==> config.mk <==
export PLATFORM = sky130hd
export DESIGN_NAME = v810_ebi_target_flat
export DESIGN_NICKNAME = d
export VERILOG_FILES = /design/src/rtl/v810_bus_pkg.sv /design/src/rtl/v810_ebi_target_if.sv /design/src/rtl/v810_ebi_lane_map.sv /design/src/rtl/v810_ebi_target.sv /design/src/flat_wrapper.sv
export SDC_FILE = /design/constraint.sdc
export NUM_CORES = 1
export LEC_CHECK = 0
export ABC_CLOCK_PERIOD_IN_PS = 2500
export CAP_MARGIN = 5
export CORE_MARGIN = 10
export CORE_UTILIZATION = 30
export DETAILED_ROUTE_END_ITERATION = 8
export HOLD_SLACK_MARGIN = 0.02
export PLACE_DENSITY_LB_ADDON = 0.05
export SYNTH_ARGS = -nofsm -noshare
export SYNTH_HDL_FRONTEND = slang
export SYNTH_SLANG_ARGS = --single-unit
==> constraint.sdc <==
create_clock -name CLK -period 2.5 [get_ports CLK]
set_input_delay 0.5 -clock CLK [delete_from_list [all_inputs] [get_ports CLK]]
set_output_delay 0.5 -clock CLK [all_outputs]
set_load 0.02 [all_outputs]
==> src/rtl/v810_bus_pkg.sv <==
// Shared types and constants for V810 external-bus targets.
// Holds the target FSM state encoding, bus status codes and the wait-state counter width.
package v810_bus_pkg;

    typedef enum logic [1:0] {
        IDLE = 2'd0,
        ACC  = 2'd1,
        WAIT = 2'd2,
        RDY  = 2'd3
    } ebi_state_t;

    // Bus status (ST[1:0]) as driven by the CPU during a cycle
    localparam logic [1:0] BST_IACK  = 2'b00;
    localparam logic [1:0] BST_HALT  = 2'b01;
    localparam logic [1:0] BST_DATA  = 2'b10;
    localparam logic [1:0] BST_INSTR = 2'b11;

    localparam int WS_CW = 4;

endpackage

==> src/rtl/v810_ebi_target_if.sv <==
// CPU-side pins of the V810 external bus as seen by one target.
// master = CPU/bus side, slave = responding target.
interface v810_ebi_target_if;
    logic        SEL;
    logic [31:0] A;
    logic [31:0] D_O;
    logic [31:0] D_I;
    logic [3:0]  BEn;
    logic [1:0]  ST;
    logic        DAn;
    logic        MRQn;
    logic        RW;
    logic        BCYSTn;
    logic        READYn;
    logic        SZRQn;

    modport master (
        output SEL, A, D_O, BEn, ST, DAn, MRQn, RW, BCYSTn,
        input  D_I, READYn, SZRQn
    );

    modport slave (
        input  SEL, A, D_O, BEn, ST, DAn, MRQn, RW, BCYSTn,
        output D_I, READYn, SZRQn
    );
endinterface

==> src/rtl/v810_ebi_lane_map.sv <==
// Combinational byte-lane steering between the CPU data bus and a 32-bit memory word.
// No latency, no backpressure; in 16-bit mode the halfword is picked by address bit 1.
module v810_ebi_lane_map #(
    parameter int DW = 32
) (
    input  logic        a1,
    input  logic [3:0]  ben,
    input  logic [31:0] cpu_wdat,
    input  logic [31:0] mem_rdat,
    output logic [3:0]  mem_nbe,
    output logic [31:0] mem_wdat,
    output logic [31:0] cpu_rdat
);

    always_comb begin
        mem_nbe  = ben;
        mem_wdat = cpu_wdat;
        cpu_rdat = mem_rdat;
        if (DW == 16) begin
            // 16-bit CPU only drives D[15:0]; replicate so either half of the word can take it
            mem_nbe  = a1 ? {ben[1:0], 2'b11} : {2'b11, ben[1:0]};
            mem_wdat = {cpu_wdat[15:0], cpu_wdat[15:0]};
            cpu_rdat = {16'h0000, (a1 ? mem_rdat[31:16] : mem_rdat[15:0])};
        end
    end

endmodule

==> src/rtl/v810_ebi_target.sv <==
// V810 bus slave driving a synchronous SRAM port; READYn after WS+2 CE cycles.
// Stalls wholesale on CE=0; the CPU aborts a pending cycle by releasing DAn before RDY.
module v810_ebi_target
    import v810_bus_pkg::*;
#(
    parameter int WS = 0,
    parameter int DW = 32,
    parameter int AW = 10
) (
    input  logic                CLK,
    input  logic                RESn,
    input  logic                CE,
    v810_ebi_target_if.slave    bus,
    output logic [AW-1:0]       MEM_A,
    output logic                MEM_nCE,
    output logic                MEM_nWE,
    output logic [3:0]          MEM_nBE,
    output logic [31:0]         MEM_DI,
    input  logic [31:0]         MEM_DO
);

    localparam logic [WS_CW-1:0] WS_INIT = WS_CW'(WS);

    ebi_state_t       state, state_nxt;
    logic [WS_CW-1:0] cnt, cnt_nxt;
    logic             capture;

    logic [AW+1:1]    lat_a;
    logic [3:0]       lat_ben;
    logic             lat_rw;
    logic             lat_mrqn;
    logic [31:0]      lat_do;

    logic [3:0]       map_nbe;
    logic [31:0]      map_wdat;
    logic [31:0]      map_rdat;
    logic             mem_cyc;

    always_ff @(posedge CLK) begin
        if (!RESn) begin
            state    <= IDLE;
            cnt      <= '0;
            lat_a    <= '0;
            lat_ben  <= 4'hF;
            lat_rw   <= 1'b1;
            lat_mrqn <= 1'b1;
            lat_do   <= '0;
        end else if (CE) begin
            state <= state_nxt;
            cnt   <= cnt_nxt;
            if (capture) begin
                lat_a    <= bus.A[AW+1:1];
                lat_ben  <= bus.BEn;
                lat_rw   <= bus.RW;
                lat_mrqn <= bus.MRQn;
                lat_do   <= bus.D_O;
            end
        end
    end

    always_comb begin
        state_nxt = state;
        cnt_nxt   = cnt;
        capture   = 1'b0;
        case (state)
            IDLE: begin
                if (!bus.DAn && bus.SEL) begin
                    capture   = 1'b1;
                    state_nxt = ACC;
                end
            end
            ACC: begin
                cnt_nxt = WS_INIT;
                if (bus.DAn)
                    state_nxt = IDLE;
                else
                    state_nxt = (WS > 0) ? WAIT : RDY;
            end
            WAIT: begin
                cnt_nxt = cnt - 1'b1;
                if (bus.DAn)
                    state_nxt = IDLE;
                else if (cnt <= 1)
                    state_nxt = RDY;
            end
            RDY: begin
                state_nxt = IDLE;
            end
            default: state_nxt = IDLE;
        endcase
    end

    v810_ebi_lane_map #(.DW(DW)) u_lane_map (
        .a1       (lat_a[1]),
        .ben      (lat_ben),
        .cpu_wdat (lat_do),
        .mem_rdat (MEM_DO),
        .mem_nbe  (map_nbe),
        .mem_wdat (map_wdat),
        .cpu_rdat (map_rdat)
    );

    // Memory is strobed only in ACC; non-memory cycles (MRQn=1) keep the port idle
    assign mem_cyc = (state == ACC) && !lat_mrqn;

    assign MEM_A   = lat_a[AW+1:2];
    assign MEM_nCE = !mem_cyc;
    assign MEM_nWE = mem_cyc ? lat_rw : 1'b1;
    assign MEM_nBE = mem_cyc ? map_nbe : 4'hF;
    assign MEM_DI  = map_wdat;

    // MEM_DO is the RAM's registered output, held since the ACC strobe
    assign bus.D_I    = (state == RDY && lat_rw && !lat_mrqn) ? map_rdat : 32'h0;
    assign bus.READYn = (state != RDY);
    assign bus.SZRQn  = !((state == RDY) && (DW == 16));

    logic unused_ok;
    assign unused_ok = ^{bus.A[31:AW+2], bus.A[0], bus.ST, bus.BCYSTn};

endmodule

==> src/flat_wrapper.sv <==
// flat-port wrapper written by rule: the top's interface ports become plain ports
module v810_ebi_target_flat import v810_bus_pkg::*;
#(
    parameter int WS = 0,
    parameter int DW = 32,
    parameter int AW = 10
)
  (CLK, RESn, CE, MEM_A, MEM_nCE, MEM_nWE, MEM_nBE, MEM_DI, MEM_DO, bus_SEL, bus_A, bus_D_O, bus_BEn, bus_ST, bus_DAn, bus_MRQn, bus_RW, bus_BCYSTn, bus_D_I, bus_READYn, bus_SZRQn);
  v810_ebi_target_if bus_i ();
  input  logic CLK;
  input  logic RESn;
  input  logic CE;
  output logic [AW-1:0] MEM_A;
  output logic MEM_nCE;
  output logic MEM_nWE;
  output logic [3:0] MEM_nBE;
  output logic [31:0] MEM_DI;
  input  logic [31:0] MEM_DO;
  input wire logic [$bits(bus_i.SEL)-1:0] bus_SEL;
  input wire logic [$bits(bus_i.A)-1:0] bus_A;
  input wire logic [$bits(bus_i.D_O)-1:0] bus_D_O;
  input wire logic [$bits(bus_i.BEn)-1:0] bus_BEn;
  input wire logic [$bits(bus_i.ST)-1:0] bus_ST;
  input wire logic [$bits(bus_i.DAn)-1:0] bus_DAn;
  input wire logic [$bits(bus_i.MRQn)-1:0] bus_MRQn;
  input wire logic [$bits(bus_i.RW)-1:0] bus_RW;
  input wire logic [$bits(bus_i.BCYSTn)-1:0] bus_BCYSTn;
  output wire logic [$bits(bus_i.D_I)-1:0] bus_D_I;
  output wire logic [$bits(bus_i.READYn)-1:0] bus_READYn;
  output wire logic [$bits(bus_i.SZRQn)-1:0] bus_SZRQn;
  assign bus_i.SEL = bus_SEL;
  assign bus_i.A = bus_A;
  assign bus_i.D_O = bus_D_O;
  assign bus_i.BEn = bus_BEn;
  assign bus_i.ST = bus_ST;
  assign bus_i.DAn = bus_DAn;
  assign bus_i.MRQn = bus_MRQn;
  assign bus_i.RW = bus_RW;
  assign bus_i.BCYSTn = bus_BCYSTn;
  assign bus_D_I = bus_i.D_I;
  assign bus_READYn = bus_i.READYn;
  assign bus_SZRQn = bus_i.SZRQn;
  v810_ebi_target #(.WS(WS), .DW(DW), .AW(AW)) u_core (.CLK(CLK), .RESn(RESn), .CE(CE), .bus(bus_i), .MEM_A(MEM_A), .MEM_nCE(MEM_nCE), .MEM_nWE(MEM_nWE), .MEM_nBE(MEM_nBE), .MEM_DI(MEM_DI), .MEM_DO(MEM_DO));
endmodule
# Yosys cells after proc, flatten, opt, wreduce, memory -nomap -nowiden

Cells that the tools add are included.

Equal/unequal tests: 6
Multiplexer cells: 11
$add $sub $neg: 1
Order comparisons: 1
Reductions and logical operators: 12

Operators with widths:

| cell                | count |
|---|---|
| $mux 32             | 1 |
| $mux 2              | 4 |
| $pmux 2 s4          | 1 |
| $pmux 4 s2          | 1 |
| $eq 2x2->1 const B  | 2 |
| $le 4x1->1 const B  | 1 |
| $logic_and 1x1->1   | 4 |
| $mux 4              | 1 |
| $reduce_and 2->1    | 2 |
| $sub 4x1->4 const B | 1 |
| $logic_not 1->1     | 3 |
| $mux 1              | 3 |
| $ne 3x2->1 const B  | 1 |
| $reduce_and 3->1    | 1 |
| $eq 2x1->1 const B  | 1 |
| $logic_not 2->1     | 1 |
| $ne 2x1->1 const B  | 1 |
| $ne 2x2->1 const B  | 1 |
| $reduce_bool 2->1   | 1 |

Logic and storage cells: 38
Bits in registers: 55
Input bits: 110

# Logic depth before layout (Yosys ltp)

Gate-level depths: netlist of the first run.

Word-level depth: 5
Mapped depth: 7

# By module

Synthesis of the first run repeated with hierarchy kept, for this count alone.

Cells, all modules: 386
Area total of the unflattened synthesis: 3105.5 sq um

Modules (own cells, without submodules):

| module            | instances | cells an instance | area each (sq um) |
|---|---|---|---|
| v810_ebi_target   | 1         | 318               | 2595.0 |
| v810_ebi_lane_map | 1         | 68                | 510.5 |

# Least setup slack after synthesis of the first run

Ideal clock, no wire load.

Path type: reg-to-output
Start: register u_core.state[0]
End: output port bus_D_I[0]
Stages on the path, launching flop included: 6
Arrival: 1335 ps
Path slack: 665 ps
Path through: dfxtp_1 -> ha_1 -> inv_1 -> nor3b_2 -> clkbuf_1 -> and2_1

Cells in the longest elaborated chain, start to end: 4

Ends and longest elaborated chain:

| item                           | line                   | source |
|---|---|---|
| start: declaration             | v810_ebi_target.sv:24  | `ebi_state_t state, state_nxt;` |
| start signal: assignment       | v810_ebi_target.sv:49  | `state <= state_nxt;` |
| $eq 2x2->1                     | v810_ebi_target.sv:113 | `assign bus.D_I = (state == RDY && lat_rw && !lat_mrqn) ? map_rdat : 32'h0;` |
| $logic_and 1x1->1 (2 in a row) | v810_ebi_target.sv:113 |  |
| $mux 32                        | v810_ebi_target.sv:113 |  |
| end: declaration               | flat_wrapper.sv:28     | `output wire logic [$bits(bus_i.D_I)-1:0] bus_D_I;` |

No other way between the ends.

# Final worst setup path of the first run

Start: register u_core.state[1]
End: output port MEM_nBE[0]

Cells in the longest elaborated chain, start to end: 3

Ends and longest elaborated chain:

| item              | line                   | source |
|---|---|---|
| $eq 2x1->1        | v810_ebi_target.sv:104 | `assign mem_cyc = (state == ACC) && !lat_mrqn;` |
| $logic_and 1x1->1 | v810_ebi_target.sv:104 |  |
| $mux 4            | v810_ebi_target.sv:109 | `assign MEM_nBE = mem_cyc ? map_nbe : 4'hF;` |
| end: declaration  | flat_wrapper.sv:16     | `output logic [3:0] MEM_nBE;` |

No other way between the ends.

==> results of run 1 <==
where the power goes:
group,switching (µW),internal [µW]
combinational,121,197
clock,293,301
sequential,14.7,889
per-layer routing:
layer  up-vias  GRT usage  wire, µm
met5         -          0         0
met4         0     0.0180        19
met3         2     0.0601       755
met2        83      0.211      3960
met1      1075      0.135      3370
li1       1267          -         -
cell usage in the layout (no fill, tap or decap), types with 2 or more instances in the layout:
cell and count:
a21boi_0 29, a21boi_2 14, a21oi_1 2, and2_1 33
buf_12 3, buf_4 3, clkbuf_8 5, clkdlybuf4s50_1 132
dfxtp_1 54, dlygate4sd2_1 32, ha_1 6, inv_1 8
mux2i_1 2, nand2_1 102, nand2b_1 6, nand3_1 7
nor2b_1 2, nor2b_2 2, o211ai_1 2, o21ai_0 2
cell usage after synthesis:
master and count:
conb_1 1, or3_1 1, nor3b_1 1, nor2_1 1, buf_8 1, nand2b_1 6
nor3b_2 1, nor2b_2 1, nand2_1 102, o211ai_1 2, ha_1 6, o21ai_0 2
dfxtp_1 54, nand4_1 1, buf_2 5, a21oi_1 2, and2_1 33, clkbuf_1 8
mux2i_1 2, or3b_1 1, buf_4 4, buf_6 2, nor2b_1 3, o311ai_0 1
and3_4 1, a21boi_2 14, o32ai_1 1, nand3_1 8, inv_1 8, a21boi_0 29
timing repair:
item                                    in CTS  in global routing
pin swaps                                    0                  0
gates resized for setup                     32                  1
endpoints found under the setup margin      32                  6
per-stage QoR:
step / worst slack [ps] / std cells / total power (µW) / utilization / area [µm²]
after global routing: 2.01 / 566 / 1920 / 0.530 / 4330
after CTS: 8.73 / 566 / 1850 / 0.529 / 4330
after global placement: 220 / 558 / 1240 / 0.520 / 4250
after floorplan: 665 / 302 / 1050 / - / 2510
final: 157 / 566 / 1810 / 0.530 / 4330
after detailed placement: 208 / 558 / 1240 / 0.520 / 4250
critical path, cell delays in order (launching register included):
cell             delay [ps]
dfxtp_1                 390
inv_1                    80
ha_1                    170
nor2b_2                 190
nand2b_1                 90
clkdlybuf4s50_1         610
final timing paths:
path,startpoint,endpoint,cells past startpoint
setup / recovery,u_core.state[1],MEM_nBE[0],5
hold reg to reg,u_core.lat_ben[1],u_core.lat_ben[1],2
hold / removal,u_core.lat_ben[1],u_core.lat_ben[1],2
setup reg to reg,u_core.state[1],u_core.cnt[2],5
cells by family (layout without fill, tap and decap cells):
group | Yosys count | count (layout)
other | 1 | 1
DFF | 54 | 54
buffers and inverters | 28 | 187
AOI/OAI and AO/OA | 51 | 51
adders and majority gates | 6 | 6
muxes | 2 | 2
and+or+nand+nor | 160 | 160
state kept, by name (all words and copies together), names as in the netlist:
name	flops
u_core.lat_rw	1
u_core.cnt	4
u_core.lat_a	10
u_core.state	2
u_core.lat_mrqn	1
u_core.lat_ben	4
u_core.lat_do	32
area by class of cell:
| type | count | area (µm²) | area share |
|---|---|---|---|
| sequential | 54 | 1080 | 0.250 |
| inverter | 8 | 30.0 | 0.00694 |
| tap | 105 | 131 | 0.0303 |
| clock buffer | 5 | 68.8 | 0.0159 |
| clock inverter | 3 | 43.8 | 0.0101 |
| timing repair buffer | 171 | 1690 | 0.390 |
| multi-input combinational | 220 | 1280 | 0.297 |
==> results.toml, run 1 <==
[placement]
portBuffers = 165
dp_hpwl_um = 6410
gp_congestion = 0.703

[clock_tree]
post-cts-setup-buffer-count = 0
clk_pin_slew_ps = 100
insertion_delay_ps = 310
numCtsBuffers = 5
clock_sinks = 54
cts_max_path_buffers = 2
cts_max_level = 2
clk_root_buffer_cell = "clkbuf_8"
cts_tree = "built"
postCtsHoldBufs = 0

[logic_synthesis]
ys_warn_count = 0
ys_seq_area_frac = 0.430
synth-simple-area-share = 0.299
synth_cells = 302
synth-compound-area-share = 0.170
synth.distinct_cells = 30
synth_area_mm2 = 0.00251
synth_fa_ha_area_frac = 0.0299
synth_nets = 418
synth_xor_area_frac = 0
yosys_register_bits = 54
yosysTopAreaCell = "dfxtp_1"
synth_mux_area_frac = 0.00797
synth_top_family_by_area = "simple AND/OR/NAND/NOR gates"
synth_top_area_frac = 0.430
synth_area_leaders = "dfxtp_1 43%, nand2_1 15%, a21boi_0 8.7%, and2_1 8.2%, a21boi_2 6.3%"
avgSynthCellArea_um2 = 8.32

[cells_and_area]
nNetsFinal = 576
area_growth_pct = 72.4
antenna_cells = 0
fill_cells = 823
drive_gt1_frac = 0.0738

[die]
start_util = 0.307
boundaryPins = 192
dieArea_mm2 = 0.0124
core_area_mm2 = 0.00818
fp-row-count = 33
die_y_um = 111
dieWidth_um = 111

[power_and_ir_drop]
leakage_uw = 0.00174
vdd_drop_max_v = 0.000249
power_density_mw_per_mm2 = 419

[run]
cap_violations = 0

[global_routing]
antenna_found_initial = 0
grt_max_degree = 41
grt_usage = 0.122
overflow = 0
grt_pass1_vias = 2393
grt_pass1_wl_um = 12700

[sta]
finalHoldViolations = 0
rsz0062_at_grt = "no"
relSlewSlack = 0.633
post-route-period-util = 0.937
timing.setup.tns_ps = 0
min_period_ps = 2340
hold_ws_ps = 467
finalSetupViolCount = 0
tightest_slew_ps = 551
timing.fmax_mhz = 427
slew_viol_final = 0
fin_worst_skew_ps = 11.2

[routing]
routedWlPerCell_um = 14.3
vias_per_cell = 4.29
vias = 2427
drc = 0
drt_iter0_markers = 119
dr.pass1.iters = 4
wl_um = 8100
drt.antenna.violating_nets = 0

[setup_path]
endpoint_kind = "output pin"
reg2reg_setup_slack_ps = 940
cp.required_ps = 2000
worstSetupPathType = "flop to output pin"
arrival_ps = 1840
startpoint_type = "flop"
crit_fanout = 6

[status]
status = "finished clean"

[hold_path]
hold_class = "flop to flop"
Power figures use the tool's default switching activity.
==> run 2: changes to the inputs <==
--- a/config.mk
+++ b/config.mk
@@ -5,11 +5,11 @@
 export SDC_FILE = /design/constraint.sdc
 export NUM_CORES = 1
 export LEC_CHECK = 0
-export ABC_CLOCK_PERIOD_IN_PS = 2500
 export CAP_MARGIN = 5
 export CORE_MARGIN = 10
 export CORE_UTILIZATION = 30
 export DETAILED_ROUTE_END_ITERATION = 8
+export GPL_TIMING_DRIVEN = 0
 export HOLD_SLACK_MARGIN = 0.02
 export PLACE_DENSITY_LB_ADDON = 0.05
 export SYNTH_ARGS = -nofsm -noshare
==> run 2 against run 1 <==
Net effect: die area stayed put; global-route usage up 0.23 points; fmax fell by 2.6%; power decreased by 2.4%; clock skew shrank 4.0 ps; non-clock buffer count is 14 higher; sequential cell count did not move; critical endpoint is now bus_D_I[21]; largest cell class unchanged.
==> results.toml, run 2 (same netlist as run 1, synthesis figures left out) <==
[clock_tree]
insertion_delay_ps = 300
clk_root_buffer_cell = "clkbuf_8"
post-cts-setup-buffer-count = 0
cts_tree = "built"
clock_sinks = 54
cts_max_path_buffers = 2
clk_pin_slew_ps = 90
cts_max_level = 2
numCtsBuffers = 5

[sta]
min_period_ps = 2410
rsz0062_at_grt = "yes"
finalSetupViolCount = 0
fin_worst_skew_ps = 7.19
post-route-period-util = 0.962
slew_viol_final = 0
timing.fmax_mhz = 416
finalHoldViolations = 0

[cells_and_area]
final_cell_mix = "133 x clkdlybuf4s50_1, 102 x nand2_1, 54 x dfxtp_1"
nNetsFinal = 590
reg_top3 = "u_core.lat_do (32), u_core.lat_a (10)"
fill_cells = 790
area_growth_pct = 73.3
top_register = "u_core.lat_do"
drive_gt1_frac = 0.103
postLayoutCoreUtil = 0.532
final_area_mm2 = 0.00435
largest_reg_flops = 32
layout_commonest_cell = "clkdlybuf4s50_1"
antenna_cells = 0

[routing]
drt_iter0_markers = 53
wl_um = 8230
routedWlPerCell_um = 14.2
dr.pass1.iters = 4
drt.antenna.violating_nets = 0
vias_per_cell = 4.32
vias = 2504
drc = 0

[placement]
gp_congestion = 0.736
placed_area_mm2 = 0.00429
dp_hpwl_um = 6860
portBuffers = 165

[die]
boundaryPins = 192
dieArea_mm2 = 0.0124
start_util = 0.307
dieWidth_um = 111
die_y_um = 111
core_area_mm2 = 0.00818
fp-row-count = 33

[power_and_ir_drop]
vdd_drop_max_v = 0.000219
leakage_uw = 0.00172
power_density_mw_per_mm2 = 407

[global_routing]
grt.busiest_layer = "met2"
antenna_found_initial = 0
overflow = 0
grt_usage = 0.125
grt_pass1_wl_um = 13100
grt_max_degree = 17
grt_pass1_vias = 2586
met1_usage = 0.132
met3_usage = 0.0601
use_met2 = 0.222

[setup_path]
reg2reg_setup_slack_ps = 880
cp.required_ps = 2000
worstSetupPathType = "flop to output pin"
endpoint_kind = "output pin"
crit_fanout = 10
startpoint_type = "flop"
arrival_ps = 1910

[status]
status = "finished clean"

[run]
cap_violations = 0

[hold_path]
hold_class = "flop to flop"
run 2: cell count changes in the layout (fill, tap and decap cells not counted), moves of 2 or more:
cell             previous run  this run
buf_12                      3         0
buf_2                       1         7
buf_4                       3         5
buf_6                       0         2
clkbuf_1                    0         5
clkbuf_2                    0         8
clkbuf_8                    5         7
clkdlybuf4s15_1             0         7
dlygate4sd2_1              32        17
run 2: path summary, 6_finish.rpt:
kind / depth (start not counted) / to / from
worst max-delay path: 6 / bus_D_I[21] / u_core.state[0]
worst min-delay path: 2 / u_core.lat_do[0] / u_core.lat_do[0]
worst max register to register: 5 / u_core.cnt[2] / u_core.state[0]
worst min register to register: 2 / u_core.lat_do[0] / u_core.lat_do[0]
run 2: per-layer routing:
layer | up-vias | routed length, µm
li1 | 1303 | -
met1 | 1110 | 3360
met2 | 87 | 4070
met3 | 4 | 748
met4 | 0 | 54
met5 | - | 0
run 2: final cells by class:
class | count | area [µm²] | share of cell area
Clock buffer | 7 | 96.3 | 0.0221
Buffer | 20 | 129 | 0.0296
Multi-Input combinational cell | 220 | 1290 | 0.295
Inverter | 8 | 30.0 | 0.00690
Sequential cell | 54 | 1080 | 0.248
Tap cell | 105 | 131 | 0.0302
Timing Repair Buffer | 165 | 1590 | 0.365
Clock inverter | 1 | 8.76 | 0.00201
run 2: timing repair:
action                     in CTS  in global routing
hold endpoints to repair        0                  0
resized for setup              36                 29
hold buffers                    0                  0
setup endpoints to repair      32                 36
pin swaps                       0                  0
run 2: worst max-delay path, stage by stage, from the launching register on:
cell	delay, ps
dfxtp_1	390
ha_1	170
inv_1	90
nor3b_4	250
buf_2	220
and2_1	140
dlygate4sd2_1	340
run 2: power breakdown:
| group | switching [µW] | internal [µW] | leakage (µW) | total (µW) |
|---|---|---|---|---|
| clock | 289 | 255 | 0.0000544 | 544 |
| sequential | 15.5 | 889 | 0.000439 | 905 |
| combinational | 121 | 202 | 0.00122 | 323 |
| total | 426 | 1350 | 0.00172 | 1770 |
run 2: metrics by stage:
stage	TNS (ps)	hold slack [ps]	total power (µW)	instances	worst slack, ps
after floorplan	0	432	1050	302	665
after global placement	0	442	1250	572	36.5
after detailed placement	-207	456	1250	572	-21.8
after CTS	0	470	1810	580	8.20
after global routing	-764	486	1870	580	-60.1
final	0	463	1770	580	94.1
==> run 3: changes to the inputs <==
--- a/config.mk
+++ b/config.mk
@@ -12,6 +12,7 @@
 export GPL_TIMING_DRIVEN = 0
 export HOLD_SLACK_MARGIN = 0.02
 export PLACE_DENSITY_LB_ADDON = 0.05
+export SKIP_CTS_REPAIR_TIMING = 1
 export SYNTH_ARGS = -nofsm -noshare
 export SYNTH_HDL_FRONTEND = slang
 export SYNTH_SLANG_ARGS = --single-unit
==> run 3 against run 2 <==
Net effect: cell area grew 3.3%; final cell count unchanged; worst hold slack about the same; first-iteration DRC count rose by 11%; utilization increased by 1.8 points; die area stayed put; critical path type unchanged; clock-buffer cell count unchanged; power about the same; worst setup slack improved by 71 ps.
==> results.toml, run 3 (same netlist as run 1, synthesis figures left out) <==
[global_routing]
grt_usage = 0.125
grt_pass1_vias = 2588
overflow = 0
grt_pass1_wl_um = 13100
antenna_found_initial = 0
grt_max_degree = 17

[cells_and_area]
nNetsFinal = 590
area_growth_pct = 79.1
antenna_cells = 0
drive_gt1_frac = 0.0863
final_cell_mix = "133 x clkdlybuf4s50_1, 102 x nand2_1, 54 x dfxtp_1"
largest_reg_flops = 32
final_cells = 580
layout_commonest_cell = "clkdlybuf4s50_1"
multi_input_area_mm2 = 0.00129
fill_cells = 776
reg_top3 = "u_core.lat_do (32), u_core.lat_a (10)"
final_area_mm2 = 0.00450
regArea_mm2 = 0.00108
top_register = "u_core.lat_do"

[setup_path]
crit_fanout = 6
reg2reg_setup_slack_ps = 880
r2r-end = "u_core.cnt[2]"
worstPathCellList = "inv_1, ha_1, nor2b_2, nand2b_1, clkdlybuf4s50_1"
cp_num_buf_inv = 2
worstSetupPathType = "flop to output pin"
arrival_ps = 1830
reg2regPathDepth = 5
cp.required_ps = 2000
endpoint_kind = "output pin"
crit_family = "buffers and inverters"
critPathSlowestCell = "clkdlybuf4s50_1"
startpoint_type = "flop"
max_stage_delay_ps = 610
regToRegStartpoint = "u_core.state[0]"

[routing]
drt.antenna.violating_nets = 0
routedWlPerCell_um = 14.2
drt_iter0_markers = 59
wl_um = 8250
dr.pass1.iters = 4
drc = 0
vias_per_cell = 4.32
vias = 2508

[power_and_ir_drop]
power_density_mw_per_mm2 = 394
power_uw = 1770
vdd_drop_max_v = 0.000219
leakage_uw = 0.00221

[status]
status = "finished clean"

[clock_tree]
cts_tree = "built"
clk_pin_slew_ps = 90
numCtsBuffers = 5
cts_max_path_buffers = 2
clock_sinks = 54
insertion_delay_ps = 300
cts_max_level = 2
clk_root_buffer_cell = "clkbuf_8"

[sta]
postLayoutSetupSlackWorst_ps = 165
fin_worst_skew_ps = 7.19
finalSetupViolCount = 0
min_period_ps = 2330
post-route-period-util = 0.934
timing.fmax_mhz = 428
rsz0062_at_grt = "no"
finalHoldViolations = 0
slew_viol_final = 0

[die]
start_util = 0.307
fp-row-count = 33
core_area_mm2 = 0.00818
dieWidth_um = 111
die_y_um = 111
dieArea_mm2 = 0.0124
boundaryPins = 192

[placement]
place_ws_ps = -21.8
dp_hpwl_um = 6860
gp_congestion = 0.736
portBuffers = 165
placed_area_mm2 = 0.00429
dp.cells = 572

[hold_path]
hold_end = "u_core.lat_do[0]"
hp-start = "u_core.lat_do[0]"
hold_class = "flop to flop"
hold_path_depth = 2

[run]
cap_violations = 0
-- run 3: where the power goes --
group | switching [µW] | internal, µW
clock network | 289 | 255
logic | 121 | 202
registers | 15.6 | 889
total | 426 | 1350
-- run 3: final cells by class --
type / instances / area share
clock buffers: 7 / 0.0214
inverters: 8 / 0.00668
repair buffers: 165 / 0.385
multi-input cells: 220 / 0.286
plain buffers: 20 / 0.0292
flip-flops and latches: 54 / 0.240
clock inverters: 1 / 0.00195
well taps: 105 / 0.0292
-- run 3: routing by layer --
metal  wire length, µm  vias to the layer above  track usage
met5                 0                        -            0
met4                12                        0       0.0154
met3               762                        2       0.0596
met2              4150                       85        0.225
met1              3320                     1117        0.132
li1                  -                     1304            -
-- run 3: worst reg2reg max path, stage by stage, from the launching register on --
cell and delay [ps]:
dfxtp_1 400, inv_1 80, ha_1 360, nand3_1 140
or3b_1 380, a21boi_0 190
-- run 3: how the worst max path moves through the flow --
stage,start,end,slack [ps],cells past startpoint
finish,u_core.state[1],MEM_nBE[0],170,5
global route,u_core.state[1],bus_D_I[11],20,6
CTS,u_core.state[1],bus_D_I[0],-370,6
detailed placement,u_core.state[1],bus_D_I[0],-20,6
global placement,u_core.state[1],bus_D_I[6],40,6
floorplan,u_core.state[0],bus_D_I[0],670,5
-- run 3: metrics by stage --
step / hold slack [ps] / setup TNS [ps] / util
floorplan: 432 / 0 / -
global placement: 442 / 0 / 0.525
detailed placement: 456 / -207 / 0.525
CTS: 470 / -10770 / 0.538
global route: 486 / 0 / 0.550
finish: 463 / 0 / 0.550
==> RTL edit (settings of run 2) <==
Set the package constant `WS_CW` to 5 (it was 4).
--- a/src/rtl/v810_bus_pkg.sv
+++ b/src/rtl/v810_bus_pkg.sv
@@ -15,7 +15,7 @@
     localparam logic [1:0] BST_DATA  = 2'b10;
     localparam logic [1:0] BST_INSTR = 2'b11;
 
-    localparam int WS_CW = 4;
+    localparam int WS_CW = 5;
 
 endpackage
 
Formal check against the unedited RTL: no difference found for any inputs over 10 cycles, from zero or initial values; that may be too few to reach the edited logic, so the function may still have changed.
==> RTL edit against run 2 <==
Routed wire length grew 2.8%. Final area shrank 1.2%. First-iteration DRC count grew 51%. Largest power group unchanged. Sequential cell count grew 1. Cell count is the same. Power grew 2.8%. Worst setup slack gained 0.0020 ns. Synthesized area grew 0.75%.
==> RTL edit: results (changes against run 2) <==
outcome:
  status: "complete, no violations"
routing:
  routed_via_density: 4.28  # -0.84%
  first_pass_iters: 4  # unchanged
  wl_per_cell_um: 14.6  # +2.8%
  drt_iter0_drc: 80  # +51%
global_route:
  use_met2_pct: 23.0  # +0.80 points
  grt_pass1_wl_um: 14000  # +6.6%
  grt_usage_pct: 13.2  # +0.76 points
  use_met1_pct: 15.0  # +1.8 points
  antenna_found_initial: 0  # unchanged
  grt_max_degree: 20  # +3
  grt_pass1_vias: 2631  # +1.7%
  grt_util_met3_pct: 5.64  # -0.38 points
synth:
  ys_async_sr_fraction_pct: 0  # unchanged
  yosysSeqAreaShare_pct: 43.5  # +0.47 points
  yosysUniqueCellTypes: 31  # +3.3%
  synthesis.nets: 419  # +0.24%
  yosys-top-cells-count: "100 x nand2_1, 55 x dfxtp_1, 32 x and2_1"
  ys_top_cells_by_area: "dfxtp_1 44%, nand2_1 15%, a21boi_0 8.3%"
  syn_avg_cell_area_um2: 8.35  # +0.41%
  ys_warn_count: 0  # unchanged
setup_path:
  r2r_slack_ns: 0.79  # -0.09 ns
  cpMaxStageDelayCell: "dfxtp_1"
  cp_top_family: "buffers and inverters"
  critPathLaunch: "u_core.state[0]"
  r2r_end: "u_core.cnt[3]"
  critical_path.endpoint: "bus_D_I[5]"
  ff2ff_path_depth: 5  # unchanged
  cp_max_fo: 10  # unchanged
  crit_arrival_ns: 1.90
  max_stage_delay_ns: 0.39  # about the same
cells_and_area:
  final_layout_size_suffix_gt1_share_pct: 13.1  # +2.7 points
  n_antenna_cell: 0  # unchanged
  reg_top3: "u_core.lat_do x32, u_core.lat_a x10, u_core.cnt x5"
  regMostFlops: "u_core.lat_do"
  fin_nets: 590  # unchanged
  final_cells: 580  # unchanged
cts:
  post-cts-setup-buffers: 0  # unchanged
  cts_htree_levels: 2  # unchanged
  cts_buffer_depth: 2  # unchanged
  clkTransAtPathRegs_ns: 0.10
  cts_resized: 36  # unchanged
  cts_buffers: 5  # unchanged
  clk_latency_ns: 0.31
  root_buffer: "clkbuf_8"
placed_design:
  hpwlAfterDp_um: 7110  # +3.7%
  placed_area_um2: 4300  # +0.20%
  place_inst: 572  # unchanged
  portBuffers: 164  # -0.61%
  place_congestion: 0.703  # -4.6%
worst_hold_path:
  hold_path_class: "reg -> reg"
  holdPathStages: 2  # unchanged
  hold_path_end: "u_core.lat_ben[1]"
  hold_start: "u_core.lat_ben[1]"
power_and_ir_drop:
  p_leak_uw: 0.00168  # -2.0%
  ir_worst_vdd_uv: 203  # -7.4%
sta:
  worst_pin_slew_ns: 0.580
  clock_skew_ns: 0.0128  # +0.00565 ns
[RTL edit: changes by cell type in the layout (fill, tap and decap cells not counted), moves of 2 or more]
cell	change
nor2b_1	-2
nor2_1	+4
dlygate4sd2_1	-6
nand2_1	-2
nor3_1	+2
xnor2_1	+3
clkdlybuf4s15_1	-6
clkbuf_8	-2
clkbuf_2	+13
[RTL edit: cells by family (layout without fill, tap and decap cells)]
logic type / count (synthesis) / after routing / synth area share, %
XOR/XNOR: 4 / 4 / 1.39
buffers and inverters: 28 / 200 / 6.03
multiplexers: 2 / 2 / 0.791
AO/OA/AOI/OAI: 49 / 49 / 16.2
adder cells (fa/ha/maj): 6 / 6 / 2.97
other: 1 / 1 / 0.148
flip-flops: 55 / 55 / 43.5
AND/OR/NAND/NOR: 158 / 158 / 28.9
[RTL edit: cell type report]
class,count,area (um2)
fillers,802,3920
flip-flops and latches,55,1100
clock inverters,3,27.5
multi-input cells,220,1280
inverters,8,30.0
repair buffers,164,1530
plain buffers,20,129
well taps,105,131
clock buffers,5,68.8
[RTL edit: power by group]
group	switching [uW]	internal, uW	total (uW)	leakage, uW
Clock	322	207	529	0.0000463
Combinational	140	216	356	0.00119
Sequential	22.7	913	936	0.000447
Total	484	1340	1820	0.00168
[RTL edit: metrics by stage]
stage	hold slack (ns)	setup WS [ns]	TNS, ns
2_1_floorplan	0.432	0.665	0
3_3_place_gp	0.441	-0.0130	-0.0192
3_5_place_dp	0.447	-0.0350	-0.232
4_1_cts	0.471	0.0154	0
5_1_grt	0.484	-0.0757	-0.600
6_report	0.464	0.0961	0
[RTL edit: metal layers]
metal,up-vias,share of wire (%)
met5,-,0
met4,0,0.32
met3,5,9.8
met2,93,49
met1,1090,41
li1,1295,-
